### src/rtl/alu_ctrl.sv
// rtl/alu_ctrl.sv - request/response sequencer driving an external combinational ALU
// Single-cycle ops use one EXEC pass; multiply is 32 shift-and-add passes through the ALU adder.
module alu_ctrl #(
   parameter int MUL_EN = 1
) (
   input  logic        clk,
   input  logic        rst,
   input  logic        req_valid,
   output logic        req_ready,
   input  logic [2:0]  req_op,
   input  logic [31:0] req_a,
   input  logic [31:0] req_b,
   output logic        rsp_valid,
   input  logic        rsp_ready,
   output logic [31:0] rsp_data,
   output logic        rsp_carry,
   output logic        rsp_err,
   output logic [31:0] alu_a,
   output logic [31:0] alu_b,
   output logic [2:0]  alu_control,
   input  logic [31:0] alu_dout,
   input  logic        alu_cout
);

   typedef enum logic [1:0] {IDLE, EXEC, MUL, RESP} state_t;

   localparam logic [2:0] OP_ADD = 3'b100;
   localparam logic [2:0] OP_SUB = 3'b101;
   localparam logic [2:0] OP_MUL = 3'b110;
   localparam logic [2:0] OP_BAD = 3'b111;

   state_t      state, state_n;
   logic [2:0]  op_q;
   logic [31:0] a_q, b_q;
   logic [31:0] acc, mcand, mplier;
   logic [5:0]  cnt;
   logic        req_illegal;
   logic        mul_done;

   assign req_illegal = (req_op == OP_BAD) || ((req_op == OP_MUL) && (MUL_EN == 0));
   // The counter runs one step past the last iteration so acc can be copied out cleanly.
   assign mul_done    = (cnt == 6'd32);
   assign req_ready   = (state == IDLE);
   assign rsp_valid   = (state == RESP);

   always_comb begin
      state_n     = state;
      alu_a       = '0;
      alu_b       = '0;
      alu_control = 3'b000;
      case (state)
         IDLE: begin
            if (req_valid) begin
               if (req_illegal)
                  state_n = RESP;
               else if (req_op == OP_MUL)
                  state_n = MUL;
               else
                  state_n = EXEC;
            end
         end
         EXEC: begin
            alu_a       = a_q;
            alu_b       = b_q;
            alu_control = op_q;
            state_n     = RESP;
         end
         MUL: begin
            alu_a       = acc;
            alu_b       = mplier[0] ? mcand : '0;
            alu_control = OP_ADD;
            if (mul_done)
               state_n = RESP;
         end
         RESP: begin
            if (rsp_ready)
               state_n = IDLE;
         end
         default: state_n = IDLE;
      endcase
   end

   always_ff @(posedge clk) begin
      if (rst) begin
         state     <= IDLE;
         op_q      <= '0;
         a_q       <= '0;
         b_q       <= '0;
         acc       <= '0;
         mcand     <= '0;
         mplier    <= '0;
         cnt       <= '0;
         rsp_data  <= '0;
         rsp_carry <= 1'b0;
         rsp_err   <= 1'b0;
      end else begin
         state <= state_n;
         case (state)
            IDLE: begin
               if (req_valid) begin
                  op_q   <= req_op;
                  a_q    <= req_a;
                  b_q    <= req_b;
                  acc    <= '0;
                  mcand  <= req_a;
                  mplier <= req_b;
                  cnt    <= '0;
                  if (req_illegal) begin
                     rsp_data  <= '0;
                     rsp_carry <= 1'b0;
                     rsp_err   <= 1'b1;
                  end
               end
            end
            EXEC: begin
               rsp_data  <= alu_dout;
               rsp_carry <= ((op_q == OP_ADD) || (op_q == OP_SUB)) ? alu_cout : 1'b0;
               rsp_err   <= 1'b0;
            end
            MUL: begin
               if (mul_done) begin
                  rsp_data  <= acc;
                  rsp_carry <= 1'b0;
                  rsp_err   <= 1'b0;
               end else begin
                  acc    <= alu_dout;
                  mcand  <= {mcand[30:0], 1'b0};
                  mplier <= {1'b0, mplier[31:1]};
                  cnt    <= cnt + 6'd1;
               end
            end
            default: ;
         endcase
      end
   end

endmodule

### config.mk
export PLATFORM = sky130hd
export DESIGN_NAME = alu_ctrl
export DESIGN_NICKNAME = d
export VERILOG_FILES = /design/src/rtl/alu_ctrl.sv
export SDC_FILE = /design/constraint.sdc
export NUM_CORES = 1
export LEC_CHECK = 0
export ABC_AREA = 1
export CAP_MARGIN = 20
export CORE_ASPECT_RATIO = 0.75
export CORE_MARGIN = 8
export CORE_UTILIZATION = 30
export DETAILED_ROUTE_END_ITERATION = 7
export SYNTH_ARGS = -nofsm -noshare
export SYNTH_HDL_FRONTEND = slang
export SYNTH_SLANG_ARGS = --single-unit
### constraint.sdc
create_clock -name clk -period 5.4 [get_ports clk]
set_input_delay 1.08 -clock clk [delete_from_list [all_inputs] [get_ports clk]]
set_output_delay 1.08 -clock clk [all_outputs]
set_load 0.005 [all_outputs]
==> results.ini <==
[run_status]
outcome = completed

[cts]
clk_latency_ns = 0.53
numCtsBuffers = 24
post_cts_buffers = 0
clock_tree.buffer_depth = 3
cts_resized = 0
clk_pin_slew_worst_paths_ns = 0.06
cts_root_buf = clkbuf_16
htree_levels = 1
cts_tree = done
hold_buffers = 0
cts.sinks = 205

[synth]
synth_ff_type = dfxtp_1
yosysUniqueCellTypes = 20
netlist_instances = 1625
synth-seq-cells = 205
synth_top_cell_area_share_pct = 40.34
synth_common_cells = nand2_1 (506), a21oi_1 (234), nor2_1 (214)
syn_nets = 1735
async_flop_share_pct = 0
synth_area_leaders = dfxtp_1 (40%), nand2_1 (19%), a21oi_1 (12%), nor2_1 (7.9%), inv_1 (5.4%)
yosys_warnings = 0
yosysMostFrequentCell = nand2_1
syn_avg_cell_area_um2 = 6.260
synth_edf_count = 0
netlist_area_um2 = 10170
seq_area_frac_synth_pct = 40.34
synth_area_leader_cell = dfxtp_1

[grt]
grt_pass1_vias = 10040
grt_pass1_wl_um = 58560
grt_max_degree = 90
globalRouteTotalUtil_pct = 17.78
met2_usage_pct = 25.87
met1_usage_pct = 26.07
overflow = 0
antenna_found_initial = 3
grt_busiest_layer = met1
gr-usage-met3_pct = 4.256

[timing]
slew_violations = 0
final.period_utilization_pct = 82.92
fmax_mhz = 223.3
maxSlewHeadroom_pct = 39.21
finalSetupViolCount = 0
rsz0062_at_grt = no
period_needed_ns = 4.478
setup_ws_ns = 0.9224
worst_pin_slew_ns = 0.9108
clock_skew_ns = 0.01473
setup_tns_ns = 0
hold_viol = 0

[setup_path]
crit_required_ns = 4.32
cp_slowest_cell = clkinv_2
crit_family = buffers and inverters
crit_fanout = 60
cpPeakStageDelay_ns = 0.71
cp.arrival_ns = 3.40
critPathKind = register to output pin
end_kind = output pin
cp.buffers_inverters = 4
cp-start-kind = register
path_cells = inv_1, ha_1, clkinv_2, buf_4, a21oi_1, clkdlybuf4s50_1

[cells_and_area]
seqCellArea_um2 = 4104
nets = 1859
finish.utilization_pct = 39.60
drive_gt1_share_pct = 4.244
multiInputGateArea_um2 = 5010
num_antenna_cells = 0
fillers = 3547
area_delta_synth_final_pct = 30.25
instances_no_fill = 2217

[floorplan]
die_h_um = 175.5
rows = 58
start_util_pct = 30.41
io_pins = 207
die_x_um = 228.6
dieArea_um2 = 40120
coreArea_um2 = 33450

[placed_design]
placed_cells_incl_taps = 2172
hpwlAfterDp_um = 24530
dp_slack_ns = 1.438
place_congestion = 0.8052
port_buffers = 206

[drt]
remaining_drc_errors = 0
drt_wl_total_um = 37190
vias = 10790
drt_pass1_iterations = 7
avgRoutedWirePerCell_um = 16.77
ant_nets = 0
drtIter0Drc = 1002
viasPerCell = 4.866

[power_and_ir_drop]
leakage_nw = 5.506
max-vdd-ir-drop_v = 0.0004148
p_per_area_nw_per_um2 = 547.9

[min_path]
worstHoldPathType = register to register

[flow_run]
cap_violations = 0

cell type report:
class | count | share of cell area (%)
well taps | 450 | 4.250
inverters | 149 | 4.250
clock buffers | 35 | 5.534
repair buffers | 226 | 16.81
clock inverters | 9 | 0.3683
multi-input cells | 1143 | 37.81
flip-flops and latches | 205 | 30.98
metrics by stage:
stage          hold slack (ns)  power (mW)  instance area [um^2]
5_1_grt                 0.4835       7.885                 13250
3_5_place_dp            0.4526       5.665                 12440
6_report                0.4606       7.259                 13250
2_1_floorplan           0.4403       4.638                 10170
4_1_cts                 0.4618       7.318                 13220
3_3_place_gp            0.4484       5.586                 12440
sequential cells by signal, indices dropped and copies added (netlist names):
signal,count
a_q,32
mcand,32
rsp_err,1
acc,32
rsp_carry,1
op_q,3
cnt,6
mplier,32
b_q,32
state,2
rsp_data,32
worst min-delay path: cells and delay by family (launching register included):
family	cells	cell delay, ns
AND/OR/NAND/NOR	1	0.06
flip-flops	1	0.31
AO/OA/AOI/OAI	1	0.05
final timing paths:
path	slack [ns]	endpoint	from	cells past startpoint
max	0.92	alu_a[14]	state[0]	6
min	0.46	mplier[5]	mplier[5]	2
max reg2reg	2.26	mcand[15]	state[0]	11
min reg2reg	0.46	mplier[5]	mplier[5]	2
power breakdown:
part / internal, mW / switching [mW] / total [mW]
Combinational: 1.09 / 2.30 / 3.39
Sequential: 1.99 / 0.252 / 2.25
Clock: 0.940 / 0.681 / 1.62
Total: 4.03 / 3.23 / 7.26
layer usage:
layer,part of all wire (%),wire length [um]
met1,48,17940
met2,41,15360
met3,8.2,3038
met4,2.2,807
met5,0.10,38
layout by cell type, fill, tap and decap left out:
master	Yosys	routed
nand2_1	506	503
a21oi_1	234	234
nor2_1	214	214
dfxtp_1	205	205
clkdlybuf4s50_1	0	205
inv_1	145	144
o21ai_0	71	71
nand4_1	66	66
nand3_1	40	39
clkbuf_16	0	25
buf_4	2	19
clkinv_2	0	9
clkbuf_8	0	7
nand2_2	1	4
ha_1	6	4
inv_2	3	3
clkbuf_1	58	3
nor3_1	2	2
ha_4	0	2
inv_4	0	1
nand3_4	0	1
a21oi_4	0	1
o21a_1	1	1
o21bai_1	1	1
clkinv_4	0	1
buf_2	51	1
buf_16	0	1
logic make-up (layout without fill, tap and decap cells):
group / count (synthesis) / count (layout) / synth area share (%)
AND/OR/NAND/NOR: 829 / 829 / 32.76
AO/OA/AOI/OAI: 308 / 308 / 15.24
buffers and inverters: 277 / 419 / 10.92
flip-flops: 205 / 205 / 40.34
adder cells (fa/ha/maj): 6 / 6 / 0.7380
Power figures use the tool's default switching activity.
